**config.mk**
```make
export PLATFORM = sky130hd
export DESIGN_NAME = mult_control
export DESIGN_NICKNAME = d
export VERILOG_FILES = /design/src/rtl/mult_control.sv
export SDC_FILE = /design/constraint.sdc
export NUM_CORES = 1
export LEC_CHECK = 0
export CAP_MARGIN = 20
export CORE_AREA = 10 10 47 49
export DETAILED_ROUTE_END_ITERATION = 10
export DIE_AREA = 0 0 57 59
export PLACE_DENSITY = 0.61
export SYNTH_ARGS = -nofsm -noshare
export SYNTH_HDL_FRONTEND = slang
export SYNTH_SLANG_ARGS = --single-unit
```
**constraint.sdc**
```tcl
create_clock -name Clk -period 2 [get_ports Clk]
set_clock_uncertainty 0.2 [all_clocks]
set_input_delay 0.4 -clock Clk [delete_from_list [all_inputs] [get_ports Clk]]
set_output_delay 0.4 -clock Clk [all_outputs]
set_load 0.01 [all_outputs]
```
**src/rtl/mult_control.sv**
```systemverilog
// Sequencer for the add-shift signed multiplier: clears X/A, walks WIDTH
// add/shift iterations driven by the multiplier LSB M, then holds the result.
module mult_control #(
    parameter int WIDTH = 8,
    parameter int CW    = $clog2(WIDTH)
) (
    input  logic          Clk,
    input  logic          Reset,
    input  logic          Run,
    input  logic          ClearA_LoadB,
    input  logic          M,
    output logic          Ld_B,
    output logic          Clr_XA,
    output logic          Ld_XA,
    output logic          Fn,
    output logic          Shift_En,
    output logic          Busy,
    output logic          Done,
    output logic [CW-1:0] Iter
);

    typedef enum logic [2:0] {
        S_IDLE,
        S_START,
        S_ADD,
        S_SHIFT,
        S_HOLD
    } state_t;

    localparam logic [CW-1:0] LAST = CW'(WIDTH - 1);

    state_t        state_q, state_d;
    logic [CW-1:0] cnt_q, cnt_d;

    always_ff @(posedge Clk) begin
        if (Reset) begin
            state_q <= S_IDLE;
            cnt_q   <= '0;
        end else begin
            state_q <= state_d;
            cnt_q   <= cnt_d;
        end
    end

    always_comb begin
        state_d  = state_q;
        cnt_d    = cnt_q;
        Ld_B     = 1'b0;
        Clr_XA   = 1'b0;
        Ld_XA    = 1'b0;
        Fn       = 1'b0;
        Shift_En = 1'b0;
        Busy     = 1'b0;
        Done     = 1'b0;
        Iter     = cnt_q;
        unique case (state_q)
            S_IDLE: begin
                if (Run) begin
                    state_d = S_START;
                end else if (ClearA_LoadB && !Reset) begin
                    // Switch load is suppressed while Reset is held
                    Ld_B   = 1'b1;
                    Clr_XA = 1'b1;
                end
            end
            S_START: begin
                Busy    = 1'b1;
                Clr_XA  = 1'b1;
                cnt_d   = '0;
                state_d = S_ADD;
            end
            S_ADD: begin
                Busy    = 1'b1;
                Ld_XA   = M;
                // Sign bit of the multiplier has negative weight
                Fn      = (cnt_q == LAST);
                state_d = S_SHIFT;
            end
            S_SHIFT: begin
                Busy     = 1'b1;
                Shift_En = 1'b1;
                if (cnt_q == LAST) begin
                    state_d = S_HOLD;
                end else begin
                    cnt_d   = cnt_q + CW'(1);
                    state_d = S_ADD;
                end
            end
            S_HOLD: begin
                Done = 1'b1;
                if (!Run) state_d = S_IDLE;
            end
            default: state_d = S_IDLE;
        endcase
    end

endmodule

```
======== After elaboration in Yosys (flattened, before gate mapping) ========
Cells that the tools add are included.
storage, ports and cells
  flip-flop bits (word level) ............. 6
  bits of input ports ..................... 5
  output and inout port bits .............. 10
  logic and storage cells ................. 33
cells by class
  add/subtract/negate cells ............... 1
  equal/unequal tests ..................... 8
  multiplexer cells ....................... 15
  reductions and logical operators ........ 7
operators with widths
  operator                                       number
  case mux 3 bit (5 select lines)                1
  two-way mux 3 bit                              4
  two-way mux 1 bit                              8
  == test 3 x 2 -> 1 bit, second input constant  2
  == test 3 bit, second input constant           2
  != test 2 bit, second input constant           3
  case mux 3 bit (2 select lines)                1
  AND reduction 2 bit                            2
  adder 3 x 1 -> 3 bit, second input constant    1
  == test 3 x 1 -> 1 bit, second input constant  1
  zero test 3 bit                                1
  OR reduction 3 bit                             1
  case mux 1 bit (2 select lines)                1
  nonzero test 2 bit                             1
  logical AND 1 bit                              1
  zero test 1 bit                                1

======== Longest topological paths before layout ========
  depth after elaboration ................. 5
  mapped depth ............................ 5
  gate-level depth less buffers ........... 5

======== Worst setup path before layout ========
Ideal clock, no wire load.
  path type ............................... register to output
  start ................................... register cnt_q[0] (netlist: Iter[0])
  end ..................................... output Fn
  data arrival time ....................... 1,115 ps
  data required time ...................... 1,400 ps
  slack ................................... 285 ps
  cell stages (with the launch flop) ...... 5
  path through ............................ dfxtp_1 ha_1 ha_1 nand2_1 nor3_1
between the ends
  cells in the longest elaborated chain, start to end .. 2
RTL lines
  item                      line  RTL
  start: declaration        33    logic [CW-1:0] cnt_q, cnt_d;
  start signal: assignment  41    cnt_q <= cnt_d;
  == test 3 bit             76    Fn = (cnt_q == LAST);
  two-way mux 1 bit         56    unique case (state_q)
  end: declaration          15    output logic Fn,
No other way between the ends.

======== Final worst setup path ========
  start ................................... input M
  end ..................................... output Ld_XA
between the ends
  cells in the longest elaborated chain, start to end .. 1
RTL lines
  item                line  RTL
  start: declaration  11    input logic M,
  two-way mux 1 bit   56
  end: declaration    14    output logic Ld_XA,
No other way between the ends.

==> run_results.csv <==
group,metric,value,unit
pwr,netSwitchingPower,79.9,uW
drt,detail_route.iter0.violations,3,
worst_setup_path,critPathArrivalTime,1300,ps
drt,route.detailed.drc,0,
min_path,holdCritPathClass,"in -> reg",
pwr,irDropWorstVdd,241,uV
sta,report.final.setup_viol,0,
clocking,cts_post_setup_buffers_inserted,0,
pwr,clock_power_share,36.9,%
clocking,cts.sinks,6,
sta,max_freq,528,MHz
sta,worst-slew-pin-transition,279,ps
drt,detail_route.wirelength,1.02,mm
drt,drt-pass1-iter-count,3,
pwr,p_int,228,uW
logic_synthesis,syn_area,340,um^2
logic_synthesis,synthArstFlopShare,0,%
floorplan,die_area,3360,um^2
drt,postRouteAntennaNets,0,
floorplan,pin_count,15,
logic_synthesis,postSynthAreaPerCell,8.30,um^2
pwr,power_leakage,0.295,nW
sta,timing_max_transition_violations_final,0,
floorplan,initial_core_util,24.3,%
cells_and_area,final_layout_size_suffix_gt1_share,35.3,%
drt,drt-vias-per-instance,4.56,
clocking,cts-root-buf,"clkbuf_4",
cells_and_area,fillerInstances,165,
grt,antenna_found_initial,0,
clocking,clk-insertion-delay-late,240,ps
worst_setup_path,setup.worst_path.end_class,"output pin",
cells_and_area,multi_input_area,213,um^2
sta,final_hold_viol_count,0,
clocking,cts-htree-levels,1,
placed_design,preCtsSetupSlack,-382,ps
grt,grt.overflow.total,0,
logic_synthesis,synth-seq-cells,6,
placed_design,dp_hpwl,806,um
placed_design,place.gp.congestion,0.685,
sta,setup-tns-final,0,ps
clocking,clk_transition_reported_paths,50,ps
clocking,tritoncts,"done",
sta,fin_crit_sh,94.8,%
logic_synthesis,yosys_warnings,0,
clocking,cts_max_path_buffers,2,
pwr,power.switching_fraction,26.0,%
pwr,seqPwrFrac,42.0,%
worst_setup_path,critical_path.max_fanout,1,
grt,grt_pass1_vias,423,
cells_and_area,areaGrowthSynthToFinish,76.5,%
drt,wl_per_cell,12.1,um
worst_setup_path,worst_ep_required,1400,ps
drt,vias,383,
grt,first_pass_grt_wire_length,1.81,mm
worst_setup_path,path_class,"in -> out",
logic_synthesis,number_of_different_library_cells_in_the_post_synthesis_netlist,22,
worst_setup_path,timing.critical_path.from_type,"primary input",
logic_synthesis,synth_edf_count,0,
cells_and_area,diodes,0,
grt,grt_max_degree,7,
cells_and_area,layout_common_cells,"buf_4, dfxtp_1, nor2_1, clkdlybuf4s50_1, dlygate4sd2_1",
logic_synthesis,synth_cells,41,
cells_and_area,finalNetCount,77,
floorplan,fp.dieW,57,um
flow_run,maxCapViolations,0,
cells_and_area,layout.core_utilization,42.9,%
sta,rsz0062_at_grt,"false",
floorplan,placeable_area,1400,um^2
logic_synthesis,synth-seq-area-share,35.3,%
pwr,p_comb_share,21.0,%
floorplan,floorplan.rows,14,
grt,gr_usage_total,7.05,%
sta,max_slew_margin,81.4,%
clocking,number_of_cts_inserted_buffers,3,
run_status,status,"finished, final reports clean",
sta,timing.final.crit_period,1900,ps
logic_synthesis,mappedNetlistNets,48,
pwr,power-per-cell-area,512,nW/um^2
floorplan,floorplan.die.height,59,um
sta,worst_slack,104,ps
placed_design,port-buffer-count,14,
cells_and_area,layout.cells.most_common,"buf_4",
logic_synthesis,synth_ff_type,"dfxtp_1",
cells_and_area,final-seq-area,121,um^2
## cells by family (layout without fill, tap and decap cells)
| family | after synthesis | in the layout | synth area share, % |
|---|---|---|---|
| buffers and inverters | 3 | 30 | 5.88 |
| DFF | 6 | 6 | 35.3 |
| adders and majority gates | 2 | 2 | 7.35 |
| and+or+nand+nor | 22 | 22 | 36.0 |
| AOI/OAI and AO/OA | 8 | 8 | 15.4 |
## power groups by stage
stage	Combinational [mW]	Clock (mW)	Sequential, mW
after CTS	0.0663	0.119	0.129
after floorplan	0.0273	0	0.130
after detailed placement	0.0708	0	0.130
after global routing	0.0728	0.126	0.130
final	0.0647	0.114	0.129
after global placement	0.0706	0	0.130
## path summary, 6_finish.rpt
path | startpoint | to | slack (ps) | cells after the start
hold reg to reg | Iter[2] | Iter[2] | 300 | 2
setup reg to reg | Iter[0] | state_q[1] | 380 | 5
hold / removal | Reset | state_q[0] | 300 | 3
setup / recovery | M | Ld_XA | 100 | 4
## synth_stat cells (2+ instances only)
master / count / share of area (%)
dfxtp_1: 6 / 35
nor2_1: 6 / 6.6
nand2_1: 3 / 3.3
nand3_1: 3 / 4.4
a21oi_1: 2 / 2.9
and2_1: 2 / 3.7
ha_1: 2 / 7.4
nor3_1: 2 / 2.9
o21ai_0: 2 / 2.9
## sequential cells by signal, summed over array words and instances (netlist names)
signal	flops
state_q	3
Iter	3
## through the flow
stage	cells	cell area (um^2)	total power [mW]	hold WS (ps)
2_1_floorplan	41	340	0.158	269
3_3_place_gp	81	574	0.201	276
3_5_place_dp	81	574	0.201	296
4_1_cts	84	598	0.314	302
5_1_grt	84	601	0.329	324
6_report	84	601	0.308	301
## worst max-delay path: stages
cell and delay, ps:
clkdlybuf4s50_1 450, nand2_1 50, nor3_1 110, dlygate4sd2_1 290
## layout make-up
class	instances	area share, %
repair buffers	26	36.7
multi-input cells	32	35.4
inverters	1	0.625
clock buffers	3	3.75
well taps	16	3.33
flip-flops and latches	6	20.2
## per-layer routing
metal / vias up / routed length, um / GRT usage, %
li1: 202 / - / -
met1: 166 / 452 / 7.03
met2: 13 / 408 / 9.46
met3: 2 / 146 / 6.01
met4: 0 / 8 / 5.03
met5: - / 0 / 0
## timing repair
item	4_1_cts	5_1_grt
setup endpoints to repair	7	3
hold buffers	0	0
resized for setup	17	5
hold endpoints to repair	0	0
pin swaps	0	1
Note: power is estimated with default switching activity, not from simulation.
